**src/rtl/huffman_pkg.sv**
```systemverilog
// Shared definitions for the Huffman bit packer.
//   WORD_W        packed word width (fixed at 8)
//   IDX_W/PAD_W   widths of the bit index and zero-pad count
//   CNT_W         width of the saturating bit counter
//   state_e       packer FSM states
//   fifo_entry_t  one buffered output word with its stream-end tag
package huffman_pkg;

    localparam int WORD_W = 8;
    localparam int IDX_W  = $clog2(WORD_W);
    localparam int PAD_W  = 3;
    localparam int CNT_W  = 16;

    typedef enum logic [1:0] {
        ST_IDLE    = 2'd0,
        ST_COLLECT = 2'd1,
        ST_FLUSH   = 2'd2,
        ST_DONE    = 2'd3
    } state_e;

    typedef struct packed {
        logic              last;
        logic [PAD_W-1:0]  pad;
        logic [WORD_W-1:0] word;
    } fifo_entry_t;

endpackage

```
**src/rtl/huffman_sync_fifo.sv**
```systemverilog
// Synchronous FIFO with registered read/write pointers (one extra wrap bit
// distinguishes full from empty).
//   clk_i, rst_ni       clock, asynchronous active-low reset
//   clr_i               synchronous clear of both pointers
//   push_i/push_data_i  write request; honoured when not full or when a pop
//                       happens in the same cycle
//   pop_i               read request; ignored when empty
//   tail_upd_i/_data_i  overwrite the most recently written entry
//   head_o, tail_o      oldest and newest stored entries
//   full_o, empty_o     occupancy flags
module huffman_sync_fifo #(
    parameter int WIDTH = 12,
    parameter int DEPTH = 4
) (
    input  logic             clk_i,
    input  logic             rst_ni,
    input  logic             clr_i,
    input  logic             push_i,
    input  logic [WIDTH-1:0] push_data_i,
    input  logic             pop_i,
    input  logic             tail_upd_i,
    input  logic [WIDTH-1:0] tail_data_i,
    output logic [WIDTH-1:0] head_o,
    output logic [WIDTH-1:0] tail_o,
    output logic             full_o,
    output logic             empty_o
);

    localparam int AW = $clog2(DEPTH);

    logic [AW:0]      wr_ptr_q, wr_ptr_d;
    logic [AW:0]      rd_ptr_q, rd_ptr_d;
    logic [WIDTH-1:0] mem_q [DEPTH];
    logic [AW-1:0]    tail_idx;
    logic             do_push, do_pop;

    assign empty_o  = (wr_ptr_q == rd_ptr_q);
    assign full_o   = (wr_ptr_q[AW] != rd_ptr_q[AW]) &&
                      (wr_ptr_q[AW-1:0] == rd_ptr_q[AW-1:0]);
    assign do_pop   = pop_i && !empty_o;
    // When full, a simultaneous pop frees the slot the push lands in.
    assign do_push  = push_i && (!full_o || do_pop);
    assign tail_idx = wr_ptr_q[AW-1:0] - AW'(1);

    assign head_o = mem_q[rd_ptr_q[AW-1:0]];
    assign tail_o = mem_q[tail_idx];

    always_comb begin
        wr_ptr_d = wr_ptr_q;
        rd_ptr_d = rd_ptr_q;
        if (clr_i) begin
            wr_ptr_d = '0;
            rd_ptr_d = '0;
        end else begin
            if (do_push) wr_ptr_d = wr_ptr_q + (AW+1)'(1);
            if (do_pop)  rd_ptr_d = rd_ptr_q + (AW+1)'(1);
        end
    end

    always_ff @(posedge clk_i or negedge rst_ni) begin
        if (!rst_ni) begin
            wr_ptr_q <= '0;
            rd_ptr_q <= '0;
        end else begin
            wr_ptr_q <= wr_ptr_d;
            rd_ptr_q <= rd_ptr_d;
        end
    end

    // Storage needs no reset: nothing is visible until a pointer moves.
    always_ff @(posedge clk_i) begin
        if (!clr_i) begin
            if (do_push)
                mem_q[wr_ptr_q[AW-1:0]] <= push_data_i;
            else if (tail_upd_i && !empty_o)
                mem_q[tail_idx] <= tail_data_i;
        end
    end

endmodule

```
**src/rtl/huffman_bit_packer.sv**
```systemverilog
// Packs the Huffman encoder's serial code stream MSB-first into bytes,
// buffers them and hands them off over a valid/ready port.
//   Clk_in, n_Rst           clock, asynchronous active-low reset
//   Start                   restart: clears counters, FIFO, Done; enters COLLECT
//   Bit_in, Bit_valid       serial code bit and its strobe
//   Flush                   end of stream; pads and tags the final word
//   Word_out/_valid/_ready  FIFO head handshake
//   Word_last, Pad_bits     stream-end tag and zero-pad count of the head word
//   Bit_count               bits accepted since Start, saturating
//   Overflow                sticky; a completed word was dropped on a full FIFO
//   Done                    one-cycle pulse once the flushed stream has drained
module huffman_bit_packer
    import huffman_pkg::*;
#(
    parameter int FIFO_DEPTH = 4
) (
    input  logic              Clk_in,
    input  logic              n_Rst,
    input  logic              Start,
    input  logic              Bit_in,
    input  logic              Bit_valid,
    input  logic              Flush,
    output logic [WORD_W-1:0] Word_out,
    output logic              Word_valid,
    input  logic              Word_ready,
    output logic              Word_last,
    output logic [PAD_W-1:0]  Pad_bits,
    output logic [CNT_W-1:0]  Bit_count,
    output logic              Overflow,
    output logic              Done
);

    state_e             state_q;
    logic [WORD_W-1:0]  shift_q, shift_d;
    logic [IDX_W-1:0]   idx_q, idx_d;
    logic [CNT_W-1:0]   bit_cnt_q;
    logic               ovf_q;
    logic               done_q;

    fifo_entry_t        push_entry, head_entry, tail_entry, tail_new;
    logic               fifo_full, fifo_empty;
    logic               push, pop, tail_upd;
    logic               bit_acc, flush_acc, word_done;

    function automatic logic [PAD_W-1:0] pad_for(input logic [IDX_W-1:0] fill);
        int p;
        p = WORD_W - int'(fill);
        return p[PAD_W-1:0];
    endfunction

    function automatic logic [CNT_W-1:0] sat_inc(input logic [CNT_W-1:0] c);
        return (&c) ? c : c + CNT_W'(1);
    endfunction

    // Start takes priority over any bit or flush presented in the same cycle.
    assign bit_acc   = (state_q == ST_COLLECT) && Bit_valid && !Start;
    assign flush_acc = (state_q == ST_COLLECT) && Flush && !Start;
    assign word_done = bit_acc && (idx_q == IDX_W'(WORD_W - 1));
    assign pop       = Word_valid && Word_ready;

    always_comb begin
        shift_d = shift_q;
        idx_d   = idx_q;
        if (bit_acc) begin
            shift_d[IDX_W'(WORD_W - 1) - idx_q] = Bit_in;
            idx_d = word_done ? '0 : idx_q + IDX_W'(1);
        end
    end

    // A word completed by the flush cycle's own bit is the last word and
    // carries no padding; otherwise a flush with pending bits pushes the
    // zero-filled remainder, and a flush on a word boundary re-tags the
    // newest buffered word.
    always_comb begin
        push       = 1'b0;
        push_entry = '0;
        tail_upd   = 1'b0;
        tail_new   = tail_entry;
        tail_new.last = 1'b1;
        tail_new.pad  = '0;
        if (word_done) begin
            push            = 1'b1;
            push_entry.last = flush_acc;
            push_entry.word = shift_d;
        end else if (flush_acc && idx_d != '0) begin
            push            = 1'b1;
            push_entry.last = 1'b1;
            push_entry.pad  = pad_for(idx_d);
            push_entry.word = shift_d;
        end else if (flush_acc) begin
            tail_upd = !fifo_empty;
        end
    end

    huffman_sync_fifo #(
        .WIDTH ($bits(fifo_entry_t)),
        .DEPTH (FIFO_DEPTH)
    ) u_fifo (
        .clk_i       (Clk_in),
        .rst_ni      (n_Rst),
        .clr_i       (Start),
        .push_i      (push),
        .push_data_i (push_entry),
        .pop_i       (pop),
        .tail_upd_i  (tail_upd),
        .tail_data_i (tail_new),
        .head_o      (head_entry),
        .tail_o      (tail_entry),
        .full_o      (fifo_full),
        .empty_o     (fifo_empty)
    );

    always_ff @(posedge Clk_in or negedge n_Rst) begin
        if (!n_Rst) begin
            state_q   <= ST_IDLE;
            shift_q   <= '0;
            idx_q     <= '0;
            bit_cnt_q <= '0;
            ovf_q     <= 1'b0;
            done_q    <= 1'b0;
        end else begin
            done_q <= 1'b0;
            // Overflow survives Start; only n_Rst clears it.
            if (push && fifo_full && !pop)
                ovf_q <= 1'b1;
            if (Start) begin
                state_q   <= ST_COLLECT;
                shift_q   <= '0;
                idx_q     <= '0;
                bit_cnt_q <= '0;
            end else begin
                case (state_q)
                    ST_COLLECT: begin
                        if (bit_acc)
                            bit_cnt_q <= sat_inc(bit_cnt_q);
                        if (word_done || flush_acc) begin
                            shift_q <= '0;
                            idx_q   <= '0;
                        end else begin
                            shift_q <= shift_d;
                            idx_q   <= idx_d;
                        end
                        if (flush_acc)
                            state_q <= ST_FLUSH;
                    end
                    ST_FLUSH: begin
                        if (fifo_empty) begin
                            done_q  <= 1'b1;
                            state_q <= ST_DONE;
                        end
                    end
                    default: ;
                endcase
            end
        end
    end

    assign Word_valid = !fifo_empty;
    assign Word_out   = Word_valid ? head_entry.word : '0;
    assign Word_last  = Word_valid ? head_entry.last : 1'b0;
    assign Pad_bits   = Word_valid ? head_entry.pad  : '0;
    assign Bit_count  = bit_cnt_q;
    assign Overflow   = ovf_q;
    assign Done       = done_q;

endmodule

```
**config.mk**
```make
export PLATFORM = sky130hd
export DESIGN_NAME = huffman_bit_packer
export DESIGN_NICKNAME = d
export VERILOG_FILES = /design/src/rtl/huffman_pkg.sv /design/src/rtl/huffman_sync_fifo.sv /design/src/rtl/huffman_bit_packer.sv
export SDC_FILE = /design/constraint.sdc
export NUM_CORES = 1
export LEC_CHECK = 0
export CELL_PAD_IN_SITES_DETAIL_PLACEMENT = 2
export CELL_PAD_IN_SITES_GLOBAL_PLACEMENT = 2
export CORE_ASPECT_RATIO = 1.5
export CORE_MARGIN = 5
export CORE_UTILIZATION = 35
export CTS_CLUSTER_DIAMETER = 150
export DETAILED_ROUTE_END_ITERATION = 12
export PLACE_DENSITY = 0.69
export SLEW_MARGIN = 20
export SYNTH_ARGS = -nofsm -noshare
export SYNTH_HDL_FRONTEND = slang
export SYNTH_SLANG_ARGS = --single-unit
```
**constraint.sdc**
```tcl
create_clock -name Clk_in -period 4.5 [get_ports Clk_in]
set_input_delay 0.9 -clock Clk_in [delete_from_list [all_inputs] [get_ports Clk_in]]
set_output_delay 0.9 -clock Clk_in [all_outputs]
set_load 0.1 [all_outputs]
```
==> impl_metrics.prom <==
# TYPE chip_impl_metric gauge
chip_impl_metric{name="report.power.total",unit="mW"} 2.04
chip_impl_metric{name="start_util",unit=""} 0.355
chip_impl_metric{name="p_int",unit="mW"} 1.50
chip_impl_metric{name="dp_hpwl",unit="mm"} 8.61
chip_impl_metric{name="synth_edf_count",unit=""} 48
chip_impl_metric{name="grt_max_degree",unit=""} 38
chip_impl_metric{name="synth_seq_cells",unit=""} 85
chip_impl_metric{name="cp.required",unit="ns"} 4.50
chip_impl_metric{name="gpl_congestion",unit=""} 0.761
chip_impl_info{name="timing.hold.worst.class",value="reg2reg"} 1
chip_impl_metric{name="synth.cell_area",unit="sq um"} 4400
chip_impl_info{name="holdPathEnd",value="Overflow$_DFFE_PN0P_"} 1
chip_impl_metric{name="drc",unit=""} 0
chip_impl_metric{name="pin_count",unit=""} 38
chip_impl_metric{name="cts_hold_repair.buffers",unit=""} 0
chip_impl_metric{name="r2r_setup_slack",unit="ns"} 1.22
chip_impl_metric{name="worst-path-max-fanout",unit=""} 11
chip_impl_info{name="rr_endpoint",value="u_fifo.mem_q[2][5]$_DFFE_PP_"} 1
chip_impl_metric{name="antenna_found_initial",unit=""} 0
chip_impl_metric{name="path_clk_slew",unit="ns"} 0.06
chip_impl_metric{name="worst_ep_arrival_time",unit="ns"} 3.66
chip_impl_metric{name="grtUsageTotal",unit=""} 0.165
chip_impl_metric{name="wl",unit="mm"} 11.6
chip_impl_metric{name="final-hold-violation-count",unit=""} 0
chip_impl_metric{name="remaining_antenna_violation_count",unit=""} 0
chip_impl_info{name="min_from",value="Overflow$_DFFE_PN0P_"} 1
chip_impl_metric{name="fp.dieArea",unit="sq um"} 15000
chip_impl_metric{name="drt-met1-wl",unit="mm"} 4.49
chip_impl_info{name="setup_repair_after_global_routing_missed_its_margin",value="false"} 1
chip_impl_metric{name="multi_input_area",unit="sq um"} 1880
chip_impl_info{name="clk_root_buffer_cell",value="clkbuf_16"} 1
chip_impl_metric{name="worst_pin_slew",unit="ns"} 0.981
chip_impl_metric{name="comb_power_share",unit=""} 0.144
chip_impl_metric{name="reg2regPathDepth",unit=""} 10
chip_impl_metric{name="clock_buffers_created_by_tritoncts",unit=""} 9
chip_impl_metric{name="share_of_layout_cells_above_drive_strength_1",unit=""} 0.233
chip_impl_metric{name="post_synthesis_sequential_area_ratio",unit=""} 0.538
chip_impl_info{name="dominantRegCellSynth",value="edfxtp_1"} 1
chip_impl_metric{name="drv.max_cap_violation_count",unit=""} 0
chip_impl_metric{name="chipWidth",unit="um"} 102
chip_impl_metric{name="clock_sinks",unit=""} 85
chip_impl_metric{name="fin_worst_skew",unit="ns"} 0.00534
chip_impl_info{name="critical_path.reg2reg.startpoint",value="idx_q[0]$_DFFE_PN0P_"} 1
chip_impl_metric{name="synth_area_per_cell",unit="sq um"} 12.6
chip_impl_metric{name="htree_levels",unit=""} 3
chip_impl_metric{name="asyncSetResetFlopFracSynth",unit=""} 0.435
chip_impl_metric{name="power.switching",unit="mW"} 0.536
chip_impl_metric{name="p_clk_frac",unit=""} 0.442
chip_impl_metric{name="wl_met3",unit="um"} 262
chip_impl_metric{name="area_delta_synth_final",unit="%"} 18.8
chip_impl_metric{name="die_height",unit="um"} 147
chip_impl_metric{name="first_pass_iters",unit=""} 4
chip_impl_metric{name="place.port_buffers",unit=""} 37
chip_impl_metric{name="final_max_slew_viol_count",unit=""} 0
chip_impl_metric{name="antenna-diode-count",unit=""} 0
chip_impl_metric{name="grt_first_pass_wirelength",unit="mm"} 18.7
chip_impl_metric{name="core_region_area",unit="sq um"} 12400
chip_impl_info{name="worstSetupPathType",value="in2reg"} 1
chip_impl_metric{name="cts.repair_timing.setup_buffer_count",unit=""} 0
chip_impl_metric{name="via_count_of_the_first_global_routing_pass",unit=""} 3326
chip_impl_metric{name="yosysWarnings",unit=""} 0
chip_impl_metric{name="period_needed",unit="ns"} 3.66
chip_impl_info{name="critPathLaunchType",value="input pin"} 1
chip_impl_metric{name="final.setup.worst_slack",unit="ns"} 0.837
chip_impl_metric{name="number_of_cells_traversed_by_the_worst_hold_path",unit=""} 1
chip_impl_metric{name="utilization",unit=""} 0.422
chip_impl_metric{name="final.fill_count",unit=""} 1289
chip_impl_metric{name="drt-wirelength-per-cell",unit="um"} 21.4
chip_impl_metric{name="mappedNetlistNets",unit=""} 362
chip_impl_metric{name="drt_first_iter_violations",unit=""} 39
chip_impl_info{name="highest_layer",value="met4"} 1
chip_impl_metric{name="power.static_leakage",unit="nW"} 2.04
chip_impl_metric{name="post_cts_resize_count",unit=""} 0
chip_impl_metric{name="finalSetupViolCount",unit=""} 0
chip_impl_metric{name="max-slew-margin-rel",unit=""} 0.344
chip_impl_metric{name="dpl_worst_slack",unit="ns"} 0.473
chip_impl_metric{name="finalCritPeriodShare",unit=""} 0.814
chip_impl_metric{name="power_per_cell_area",unit="nW/um^2"} 390
chip_impl_metric{name="num_vias",unit=""} 2980
chip_impl_metric{name="power.ir.vdd_worst",unit="mV"} 0.176
chip_impl_info{name="status",value="completed"} 1
chip_impl_metric{name="detail_route.vias_per_cell",unit=""} 5.49
chip_impl_metric{name="synth.lib_cells_used.distinct",unit=""} 62
chip_impl_metric{name="syn-instance-count",unit=""} 348
chip_impl_info{name="cts_tree",value="built"} 1
chip_impl_metric{name="met2_wirelength",unit="mm"} 6.61
chip_impl_metric{name="setup_tns",unit="ns"} 0
chip_impl_metric{name="power_frac_seq",unit=""} 0.413
chip_impl_metric{name="clk_latency",unit="ns"} 0.34
chip_impl_metric{name="nNetsFinal",unit=""} 396
chip_impl_metric{name="cts-root-to-sink-buffers",unit=""} 2
chip_impl_metric{name="achievable-frequency",unit="GHz"} 0.273
chip_impl_metric{name="num_rows",unit=""} 50
chip_impl_metric{name="worst_hold_slack",unit="ns"} 0.477
chip_impl_metric{name="power_switching_share",unit=""} 0.263
chip_impl_metric{name="sequential_cell_area",unit="sq um"} 2370
chip_impl_metric{name="gr-total-overflow",unit=""} 0
chip_impl_info{name="critical_path.endpoint_type",value="flip-flop"} 1
## placed cells by master (no fill, tap or decap), drive strengths merged, types with 5 or more instances in the layout
cell type / instances
xor2: 5
nor2: 31
a21oi: 16
mux2i: 12
clkdlybuf4s50: 23
nor3: 8
nor4: 5
o22ai: 5
clkbuf: 9
ha: 7
edfxtp: 48
nor2b: 22
buf: 21
mux4: 12
mux2: 9
a32o: 6
and3: 6
inv: 11
o21ai: 9
nand4: 8
dfrtp: 37
nand2: 16
nand3: 5
## cell type report
class | instances | area share
clock inverter | 7 | 0.0263
clock buffer | 9 | 0.0431
tap | 156 | 0.0373
timing repair buffer | 44 | 0.0737
multi-input combinational | 231 | 0.359
sequential | 85 | 0.453
inverter | 11 | 0.00790
## synth_stat cells, types with 7 or more instances
library cell  instances  area share
ha_1                  7       0.020
mux4_2               12       0.061
mux2_2                9       0.023
nor2_1               31       0.026
inv_1                11      0.0094
clkbuf_1              9      0.0077
nor2b_1              22       0.031
a21oi_1              16       0.018
mux2i_1              12       0.027
dfrtp_1              37        0.21
edfxtp_1             48        0.33
nand2_1              16       0.014
## cells by family after synthesis
logic type,count (synthesis),share of synthesized area
simple gates,130,0.191
flops,85,0.538
compound gates,56,0.0921
mux,33,0.112
buf+inv,32,0.0358
fa+ha+maj,7,0.0199
xor+xnor,5,0.0117
## layer usage
metal / track usage / vias up
li1: - / 1385
met1: 0.186 / 1535
met2: 0.301 / 43
met3: 0.0261 / 17
met4: 0.0652 / 0
met5: 0 / -
## stage by stage
| stage | std cells | cell area (sq um) |
|---|---|---|
| global route | 543 | 5230 |
| global placement | 527 | 4870 |
| CTS | 543 | 5230 |
| finish | 543 | 5230 |
| detailed placement | 527 | 4870 |
| floorplan | 348 | 4400 |
## registers in the layout, indices dropped and copies added, names as in the netlist
name,cells
Bit_count,16
Done,1
Overflow,1
idx_q,3
shift_q,8
state_q,2
u_fifo.mem_q,48
u_fifo.rd_ptr_q,3
u_fifo.wr_ptr_q,3
## critical path, stage by stage
cell and delay [ns]:
clkdlybuf4s50_1 0.52, and4bb_2 0.52, mux2i_1 0.13, ha_1 0.23, ha_1 0.19, and2b_1 0.23
o21ai_1 0.15, nor3_1 0.32, and3_1 0.46
## worst max path at each step
| stage | from | slack (ns) | endpoint |
|---|---|---|---|
| 2_1_floorplan | Start | 0.60 | u_fifo.mem_q[1][10]$_DFFE_PP_ |
| 3_3_place_gp | Start | 0.64 | u_fifo.mem_q[3][4]$_DFFE_PP_ |
| 3_5_place_dp | Bit_valid | 0.47 | u_fifo.mem_q[2][6]$_DFFE_PP_ |
| 4_1_cts | Bit_valid | 0.83 | u_fifo.mem_q[2][5]$_DFFE_PP_ |
| 5_1_grt | Bit_valid | 0.68 | u_fifo.mem_q[2][5]$_DFFE_PP_ |
| 6_report | Start | 0.84 | u_fifo.mem_q[2][5]$_DFFE_PP_ |
## power by group through the flow
stage | Clock [mW] | Combinational [mW] | Sequential (mW)
after floorplan | 0 | 0.223 | 0.863
after global placement | 0 | 0.292 | 0.857
after detailed placement | 0 | 0.299 | 0.858
after CTS | 0.922 | 0.300 | 0.843
after global routing | 0.958 | 0.312 | 0.844
final | 0.902 | 0.294 | 0.843
(Power assumes the default switching activity.)
